--- config.mk ---
export PLATFORM = sky130hd
export DESIGN_NAME = keypad_scan_ctrl
export DESIGN_NICKNAME = d
export VERILOG_FILES = /design/src/rtl/keypad_scan_ctrl_pkg.sv /design/src/rtl/keypad_scan_ctrl_timer.sv /design/src/rtl/keypad_scan_ctrl.sv
export SDC_FILE = /design/constraint.sdc
export NUM_CORES = 1
export LEC_CHECK = 0
export BUFFER_PORTS_ARGS = -buffer_cell sky130_fd_sc_hd__buf_2
export CORE_MARGIN = 5
export CORE_UTILIZATION = 25
export DETAILED_ROUTE_END_ITERATION = 8
export PLACE_DENSITY_LB_ADDON = 0.25
export SYNTH_ARGS = -nofsm -noshare
export SYNTH_HDL_FRONTEND = slang
export SYNTH_SLANG_ARGS = --single-unit
--- constraint.sdc ---
create_clock -name int_osc -period 2.75 [get_ports int_osc]
set_clock_uncertainty 0.2 [all_clocks]
set_input_delay 0.1375 -clock int_osc [delete_from_list [all_inputs] [get_ports int_osc]]
set_output_delay 0.1375 -clock int_osc [all_outputs]
set_load 0.01 [all_outputs]
--- src/rtl/keypad_scan_ctrl_pkg.sv ---
// Shared types and helpers for the 4x4 keypad scanner: FSM states, key map
// and column-pattern decoding.
package keypad_pkg;

  typedef enum logic [2:0] {
    SCAN,
    DEBOUNCE,
    CONFIRM,
    HOLD,
    RELEASE_DB
  } state_t;

  localparam int NUM_ROWS = 4;
  localparam int NUM_COLS = 4;

  // Physical legend of the keypad, indexed [row][col].
  function automatic logic [3:0] key_map(input logic [1:0] row, input logic [1:0] col);
    logic [3:0] code;
    case ({row, col})
      4'h0:    code = 4'h1;
      4'h1:    code = 4'h2;
      4'h2:    code = 4'h3;
      4'h3:    code = 4'hA;
      4'h4:    code = 4'h4;
      4'h5:    code = 4'h5;
      4'h6:    code = 4'h6;
      4'h7:    code = 4'hB;
      4'h8:    code = 4'h7;
      4'h9:    code = 4'h8;
      4'hA:    code = 4'h9;
      4'hB:    code = 4'hC;
      4'hC:    code = 4'hE;
      4'hD:    code = 4'h0;
      4'hE:    code = 4'hF;
      default: code = 4'hD;
    endcase
    return code;
  endfunction

  function automatic logic onehot_low(input logic [3:0] col);
    logic [3:0] act;
    act = ~col;
    return (act != 4'b0000) && ((act & (act - 4'd1)) == 4'b0000);
  endfunction

  // Column index of the low bit; only meaningful when onehot_low() holds.
  function automatic logic [1:0] low_index(input logic [3:0] col);
    logic [1:0] idx;
    if (!col[0])      idx = 2'd0;
    else if (!col[1]) idx = 2'd1;
    else if (!col[2]) idx = 2'd2;
    else              idx = 2'd3;
    return idx;
  endfunction

endpackage

--- src/rtl/keypad_scan_ctrl_timer.sv ---
// Up-counter with synchronous clear and enable; done flags the terminal
// count MAX-1, after which the count wraps to zero.
module keypad_timer #(
  parameter int MAX = 4,
  parameter int W   = (MAX > 1) ? $clog2(MAX) : 1
) (
  input  logic clk,
  input  logic rst,
  input  logic clear,
  input  logic en,
  output logic done
);

  logic [W-1:0] count;

  assign done = (count == W'(MAX - 1));

  always_ff @(posedge clk or posedge rst) begin
    if (rst) begin
      count <= '0;
    end else if (clear) begin
      count <= '0;
    end else if (en) begin
      count <= done ? '0 : count + W'(1);
    end
  end

endmodule

--- src/rtl/keypad_scan_ctrl.sv ---
// 4x4 keypad controller: one-hot active-low row scan, synchronized columns,
// press/release debounce, hex encoding and a two-digit display history.
module keypad_scan_ctrl #(
  parameter int SCAN_DIV        = 4096,
  parameter int DEBOUNCE_CYCLES = 200000
) (
  input  logic       int_osc,
  input  logic       reset,
  input  logic [3:0] col_n,
  output logic [3:0] row_n,
  output logic       key_valid,
  output logic [3:0] key_code,
  output logic [3:0] digit_new,
  output logic [3:0] digit_old,
  output logic       busy
);

  import keypad_pkg::*;

  state_t     state;
  state_t     next_state;
  logic [3:0] col_meta;
  logic [3:0] col_s;
  logic [1:0] row_idx;
  logic [3:0] latched_col;
  logic       dwell_done;
  logic       db_done;
  logic       dwell_clear;
  logic       db_clear;
  logic       advance_row;
  logic       latch_key;
  logic       accept;
  logic [3:0] accepted_code;

  keypad_timer #(.MAX(SCAN_DIV)) u_dwell (
    .clk   (int_osc),
    .rst   (reset),
    .clear (dwell_clear),
    .en    (1'b1),
    .done  (dwell_done)
  );

  keypad_timer #(.MAX(DEBOUNCE_CYCLES)) u_debounce (
    .clk   (int_osc),
    .rst   (reset),
    .clear (db_clear),
    .en    (1'b1),
    .done  (db_done)
  );

  always_ff @(posedge int_osc or posedge reset) begin
    if (reset) begin
      state <= SCAN;
    end else begin
      state <= next_state;
    end
  end

  always_comb begin
    next_state  = state;
    advance_row = 1'b0;
    latch_key   = 1'b0;
    accept      = 1'b0;
    case (state)
      SCAN: begin
        if (dwell_done) begin
          if (onehot_low(col_s)) begin
            next_state = DEBOUNCE;
            latch_key  = 1'b1;
          end else begin
            advance_row = 1'b1;
          end
        end
      end
      DEBOUNCE: begin
        if (col_s != latched_col) begin
          next_state  = SCAN;
          advance_row = 1'b1;
        end else if (db_done) begin
          next_state = CONFIRM;
        end
      end
      CONFIRM: begin
        if (col_s == latched_col) begin
          next_state = HOLD;
          accept     = 1'b1;
        end else begin
          next_state  = SCAN;
          advance_row = 1'b1;
        end
      end
      HOLD: begin
        if (col_s == 4'b1111) begin
          next_state = RELEASE_DB;
        end
      end
      RELEASE_DB: begin
        if (col_s != 4'b1111) begin
          next_state = HOLD;
        end else if (db_done) begin
          next_state  = SCAN;
          advance_row = 1'b1;
        end
      end
      default: begin
        next_state = SCAN;
      end
    endcase
  end

  // Timers sit cleared outside their owning states, so every entry starts at 0.
  always_comb begin
    row_n       = ~(4'b0001 << row_idx);
    busy        = (state != SCAN);
    dwell_clear = (state != SCAN) || dwell_done;
    db_clear    = !((state == DEBOUNCE) || (state == RELEASE_DB));
  end

  // The row index is frozen outside SCAN, so it doubles as the latched key row.
  assign accepted_code = key_map(row_idx, low_index(latched_col));

  // key_valid: single-cycle strobe, no backpressure; key_code and the digit
  // history are updated on the same edge and stay stable until the next strobe.
  always_ff @(posedge int_osc or posedge reset) begin
    if (reset) begin
      col_meta    <= 4'b1111;
      col_s       <= 4'b1111;
      row_idx     <= 2'd0;
      latched_col <= 4'b1111;
      key_valid   <= 1'b0;
      key_code    <= 4'h0;
      digit_new   <= 4'h0;
      digit_old   <= 4'h0;
    end else begin
      col_meta  <= col_n;
      col_s     <= col_meta;
      key_valid <= accept;
      if (advance_row) begin
        row_idx <= row_idx + 2'd1;
      end
      if (latch_key) begin
        latched_col <= col_s;
      end
      if (accept) begin
        key_code  <= accepted_code;
        digit_old <= digit_new;
        digit_new <= accepted_code;
      end
    end
  end

endmodule

# Word level (Yosys, flattened, before mapping)
# Memories as Yosys holds them, arrays and structs flattened. A register that Yosys moved wholly into a read port is not among the register bits.
# Cells that the tools add are included.
# Widths: inputs -> output; s select.
[word_totals]
romBits = 64
output_inout_bits = 18
reg_bits = 52
n_memories = 1
elab_cells = 69
[mem_list]
columns = ["name", "depth", "width", "read_ports", "rd_ports_with_merged_regs", "wr", "line_no", "rtl"]
rows = [
  ["(no name shown)", 16, 4, 1, 1, 0, "keypad_scan_ctrl_pkg.sv:19", "case ({row, col})"],
]
[classes]
shift = 1
mux = 28
reduce_logical = 8
n_bitwise = 3
add_sub_neg = 4
eq_ne = 15
[op_table]
columns = ["cell", "n"]
rows = [
  ["$mux 18", 2],
  ["$mux 12", 2],
  ["$mux 3", 7],
  ["$add 18x1->18 const B", 1],
  ["$eq 18x18->1 const B", 1],
  ["$pmux 3 s5", 1],
  ["$add 12x1->12 const B", 1],
  ["$eq 12x12->1 const B", 1],
  ["$mux 1", 12],
  ["$not 4->4", 2],
  ["$eq 3x2->1 const B", 2],
  ["$mux 2", 3],
  ["$ne 2x2->1 const B", 3],
  ["$ne 3x2->1 const B", 2],
  ["$reduce_and 5->1", 1],
  ["$and 4x4->4", 1],
  ["$eq 4x4->1", 1],
  ["$eq 4x4->1 const B", 1],
  ["$logic_not 4->1", 1],
  ["$ne 4x4->1", 1],
  ["$ne 4x4->1 const B", 1],
  ["$pmux 1 s4", 1],
  ["$reduce_bool 4->1", 1],
  ["$shl 1x2->4 const A", 1],
  ["other kinds (8)", 9],
]

# Logic depth before layout (Yosys ltp)
[depth]
ltp_word = 8
depth_mapped = 8
mapped_depth_nobuf = 7

# By module
# Synthesis repeated with hierarchy kept, for this count alone.
[unflattened]
cells_unflattened = 318
area_unflattened_um2 = 3204.3
[modules_own_cells]
columns = ["module", "seq_area_each_um2", "area_per_inst_um2", "cells_per_inst", "instances"]
rows = [
  ["keypad_scan_ctrl", 665.6, 1555.2, 146, 1],
  ["keypad_timer at u_debounce", 450.4, 1011.0, 106, 1],
  ["keypad_timer at u_dwell", 300.3, 638.1, 66, 1],
]

# Least setup slack after synthesis
# OpenSTA, ideal clock, no wires.
[synth_timing]
path_kind = "register to register"
from = "register col_s[2]"
to = "register row_idx[1]"
arrival_ns = 1.798
path_stages_with_launch = 7
setup_ns = 0.125
setup_slack_ns = 0.627
cell_sequence = "dfstp_2 buf_2 xor2_2 nor4_4 or3_1 a31oi_4 mux2_4"
[synth_via]
elab_chain_len = 8
[synth_lines]
columns = ["item", "line_no", "rtl"]
rows = [
  ["from (decl)", "keypad_scan_ctrl.sv:23", "logic [3:0] col_s;"],
  ["from (signal assigned)", "keypad_scan_ctrl.sv:136", "col_s <= col_meta;"],
  ["$not 4->4", "keypad_scan_ctrl_pkg.sv:42", "act = ~col;"],
  ["$sub 4x1->4", "keypad_scan_ctrl_pkg.sv:43", "return (act != 4'b0000) && ((act & (act - 4'd1)) == 4'b0000);"],
  ["$and 4x4->4", "keypad_scan_ctrl_pkg.sv:43", ""],
  ["$logic_not 4->1", "keypad_scan_ctrl_pkg.sv:43", ""],
  ["$logic_and 1x1->1", "keypad_scan_ctrl_pkg.sv:43", ""],
  ["$mux 1", "keypad_scan_ctrl.sv:67", "if (onehot_low(col_s)) begin"],
  ["$mux 1", "keypad_scan_ctrl.sv:66", "if (dwell_done) begin"],
  ["$pmux 1 s4 (*)", "keypad_scan_ctrl.sv:64", "case (state)"],
  ["to (signal assigned)", "keypad_scan_ctrl.sv:139", "row_idx <= row_idx + 2'd1;"],
  ["to (decl)", "keypad_scan_ctrl.sv:24", "logic [1:0] row_idx;"],
]
# Every way passes the cells marked *; elsewhere a longest branch is shown, timed or not.
# A chain may end at the register's enable or synchronous reset.

# Final worst setup path
[layout_timing]
from = "register u_dwell.count[0]"
to = "register row_idx[1]"
[layout_via]
elab_chain_len = 3
[layout_lines]
columns = ["item", "line_no", "rtl"]
rows = [
  ["from (decl)", "keypad_scan_ctrl_timer.sv:14", "logic [W-1:0] count;"],
  ["from (signal assigned)", "keypad_scan_ctrl_timer.sv:24", "count <= done ? '0 : count + W'(1);"],
  ["$eq 12x12->1", "keypad_scan_ctrl_timer.sv:16", "assign done = (count == W'(MAX - 1));"],
  ["$mux 1", "keypad_scan_ctrl.sv:66", ""],
  ["$pmux 1 s4", "keypad_scan_ctrl.sv:64", ""],
]
# Every way passes these cells.

==> results.tsv <==
stage	metric	value	unit
placed_design	portBuffers	23	
clock_tree	cts_buffers	5	
worst_hold_path	hold_path_class	register to register	
sta	finalSetupViolations	0	
routing	drt-initial-drc-count	101	
synthesis	yosys.area_share.simple	18.2	%
synthesis	yosysUniqueCellTypes	48	
critical_path	crit_fanout	4	
finish	final_layout_size_suffix_gt1_share	22.1	%
synthesis	synth_nets	294	
critical_path	crit_type	register to register	
global_routing	overflow	0	
floorplan	die-area	13900	sq um
clock_tree	cts_root_buf	clkbuf_16	
clock_tree	post_cts_buffers	0	
sta	final-hold-violation-count	0	
sta	setup_tns	0	ns
synthesis	yosysSeqAreaShare	48.6	%
routing	vias_per_cell	4.37	
critical_path	crit_path_cell_trace	ha_1 > nand4_1 > nor4_2 > nand3b_1 > a31oi_4 > mux2_4	
floorplan	initial_core_util	25.5	%
finish	fill_cells	1214	
sta	relSlewSlack	64.8	%
synthesis	synthFlopType	dfrtp_1	
synthesis	synth-xor-area-share	10.1	%
sta	rsz0062_at_grt	false	
routing	routed_wl	5100	um
synthesis	synthMuxAreaShare	4.77	%
synthesis	synth_top_family_by_area	simple AND/OR/NAND/NOR gates	
worst_hold_path	holdPathEnd	col_s[0]$_DFF_PP1_	
global_routing	grt_pass1_vias	1903	
global_routing	antenna_found_initial	0	
floorplan	die_y	118	um
placed_design	post-place-cells	429	
global_routing	grt_pass1_wl	8980	um
sta	setup_ws	0.511	ns
finish	syn_to_final_growth	13.8	%
routing	drt_pass1_iterations	4	
critical_path	cp_slowest_stage_delay	0.42	ns
routing	drc	0	
sta	fmaxAchievable	447	MHz
critical_path	r2r-end	row_idx[1]$_DFFE_PP0P_	
global_routing	grt_max_degree	34	
placed_design	globalplace.congestion	0.750	
finish	antennaDiodeCount	0	
synthesis	syn_area	2910	sq um
sta	timing.final.crit_share	81.4	%
critical_path	start_kind	register	
placed_design	hpwl	3640	um
clock_tree	clk_latency	0.29	ns
clock_tree	cts_tree	done	
synthesis	synth-seq-cells	56	
floorplan	io_pins	24	
worst_hold_path	hold_start	col_meta[0]$_DFF_PP1_	
sta	slew_violations	0	
sta	worst_pin_slew	0.528	ns
status	status	complete, no violations	
synthesis	synthArstFlopShare	100	%
pwr	p_leak	1.47	nW
routing	vias	1932	
clock_tree	clock_sinks	56	
routing	antenna_left	0	
routing	routedWlPerCell	11.5	um
clock_tree	htree_levels	2	
synthesis	synth_edf_count	0	
pwr	total_power	1.49	mW
finish	fin_cells	442	
finish	finalNetCount	315	
clock_tree	clock_path_buffers	2	
critical_path	rr_worst_depth	6	
placed_design	preCtsSetupSlack	0.491	ns
sta	holdWs	0.156	ns
synthesis	syn_inst	277	
critical_path	worst_ep_required_time	2.72	ns
critical_path	r2r_slack	0.51	ns
worst_hold_path	hold_path_depth	0	
critical_path	arrival	2.21	ns
sta	min_period	2.24	ns
synthesis	yosys_warnings	0	
floorplan	row_count	39	
synthesis	synth_compound_area_share	7.22	%
critical_path	endpoint_kind	register	
clock_tree	path_clk_slew	0.07	ns
flow_run	maxCapViolCount	0	
synthesis	syn_avg_cell_area	10.5	sq um
pwr	power_density	450	nW/um^2
global_routing	grt.total_usage	7.61	%
pwr	peakVddDrop	0.217	mV
synthesis	yosys.area_share.adder	4.73	%
floorplan	die_w	118	um
critical_path	slowest_stage	nor4_2	
critical_path	r2r_start	u_dwell.count[0]$_DFF_PP0_	
floorplan	core_area	11400	sq um
==> layer usage <==
metal	vias up	part of all wire (%)	global-route usage [%]
li1	970	-	-
met5	-	0	0
met1	922	52	10.7
met3	6	4.3	2.11
met2	34	42	11.2
met4	0	1.5	2.58
==> flip-flops by register name, indices dropped and copies added (netlist names) <==
register / count
col_meta: 4
digit_new: 4
latched_col: 4
state: 3
row_idx: 2
u_debounce.count: 18
key_valid: 1
col_s: 4
u_dwell.count: 12
digit_old: 4
==> how the worst max path moves through the flow <==
| stage | from | end | slack [ns] | cells after the start |
|---|---|---|---|---|
| after floorplan | col_s[2]$_DFF_PP1_ | row_idx[1]$_DFFE_PP0P_ | 0.63 | 6 |
| after global placement | col_s[1]$_DFF_PP1_ | digit_old[0]$_DFFE_PP0P_ | 0.58 | 4 |
| after detailed placement | u_dwell.count[0]$_DFF_PP0_ | row_idx[1]$_DFFE_PP0P_ | 0.49 | 6 |
| after CTS | u_dwell.count[0]$_DFF_PP0_ | row_idx[1]$_DFFE_PP0P_ | 0.49 | 6 |
| after global routing | u_dwell.count[0]$_DFF_PP0_ | row_idx[1]$_DFFE_PP0P_ | 0.32 | 6 |
| final | u_dwell.count[0]$_DFF_PP0_ | row_idx[1]$_DFFE_PP0P_ | 0.51 | 6 |
==> area by class of cell <==
cell class,instances,area (sq um),area share (%)
Clock buffer,7,133,4.00
Inverter,19,71.3,2.15
Clock inverter,1,5.00,0.151
Multi-Input combinational cell,185,1310,39.5
Tap cell,143,179,5.40
Timing Repair Buffer,31,200,6.04
Sequential cell,56,1420,42.7
==> Yosys cell counts, types with 3 or more instances <==
library cell | instances | area (sq um)
dfrtp_1 | 44 | 1100
nor2_1 | 38 | 143
inv_1 | 19 | 71.3
xor2_1 | 18 | 158
nand2_1 | 15 | 56.3
dfstp_2 | 12 | 315
ha_1 | 11 | 138
nand3_1 | 11 | 55.1
xnor2_1 | 10 | 87.6
o21ai_0 | 8 | 40.0
and3_1 | 7 | 43.8
mux2_2 | 7 | 78.8
nand4_1 | 7 | 43.8
buf_4 | 6 | 45.0
a21oi_1 | 5 | 25.0
clkbuf_1 | 4 | 15.0
nor3_1 | 4 | 20.0
buf_2 | 3 | 15.0
buf_6 | 3 | 33.8
mux2i_1 | 3 | 30.0
nand4b_1 | 3 | 26.3
o211ai_1 | 3 | 22.5
xor2_2 | 3 | 48.8
==> cells in the final DEF, fill, tap and decap left out, types with 7 or more instances in the layout <==
cell	instances
and3_1	7
buf_2	23
dfrtp_1	44
dfstp_2	12
ha_1	11
inv_1	18
mux2_2	7
nand2_1	15
nand3_1	11
nand4_1	7
nor2_1	38
o21ai_0	8
xnor2_1	10
xor2_1	18
==> logic make-up (layout without fill, tap and decap cells) <==
family,after synthesis,after routing
AND/OR/NAND/NOR,102,102
AO/OA/AOI/OAI,29,29
flip-flops,56,56
multiplexers,12,12
buffers and inverters,36,58
XOR/XNOR,31,31
adder cells (fa/ha/maj),11,11
==> worst max-delay path, delay by kind of cell, from the launching register on <==
family                     cells  cell delay (ns)
and+or+nand+nor                3             0.74
DFF                            1             0.39
muxes                          1             0.31
adders and majority gates      1             0.24
AOI/OAI and AO/OA              1             0.24
==> per-stage QoR <==
step	area [sq um]	util, %
final	3320	29.0
after global routing	3320	29.0
after floorplan	2910	-
after global placement	3130	27.4
after CTS	3320	29.0
after detailed placement	3130	27.4
==> repair_timing <==
action,4_1_cts,5_1_grt
hold endpoints to repair,16,0
gates resized for setup,0,0
hold buffers,5,0
setup endpoints to repair,0,0
==> report_power, final <==
part	internal, mW	total, mW	switching [mW]	leakage [nW]
Clock	0.337	0.610	0.272	0.0679
Sequential	0.835	0.842	0.00697	0.726
Combinational	0.0158	0.0398	0.0240	0.675
Total	1.19	1.49	0.303	1.47
No activity file was read; power rests on OpenSTA's default activity.
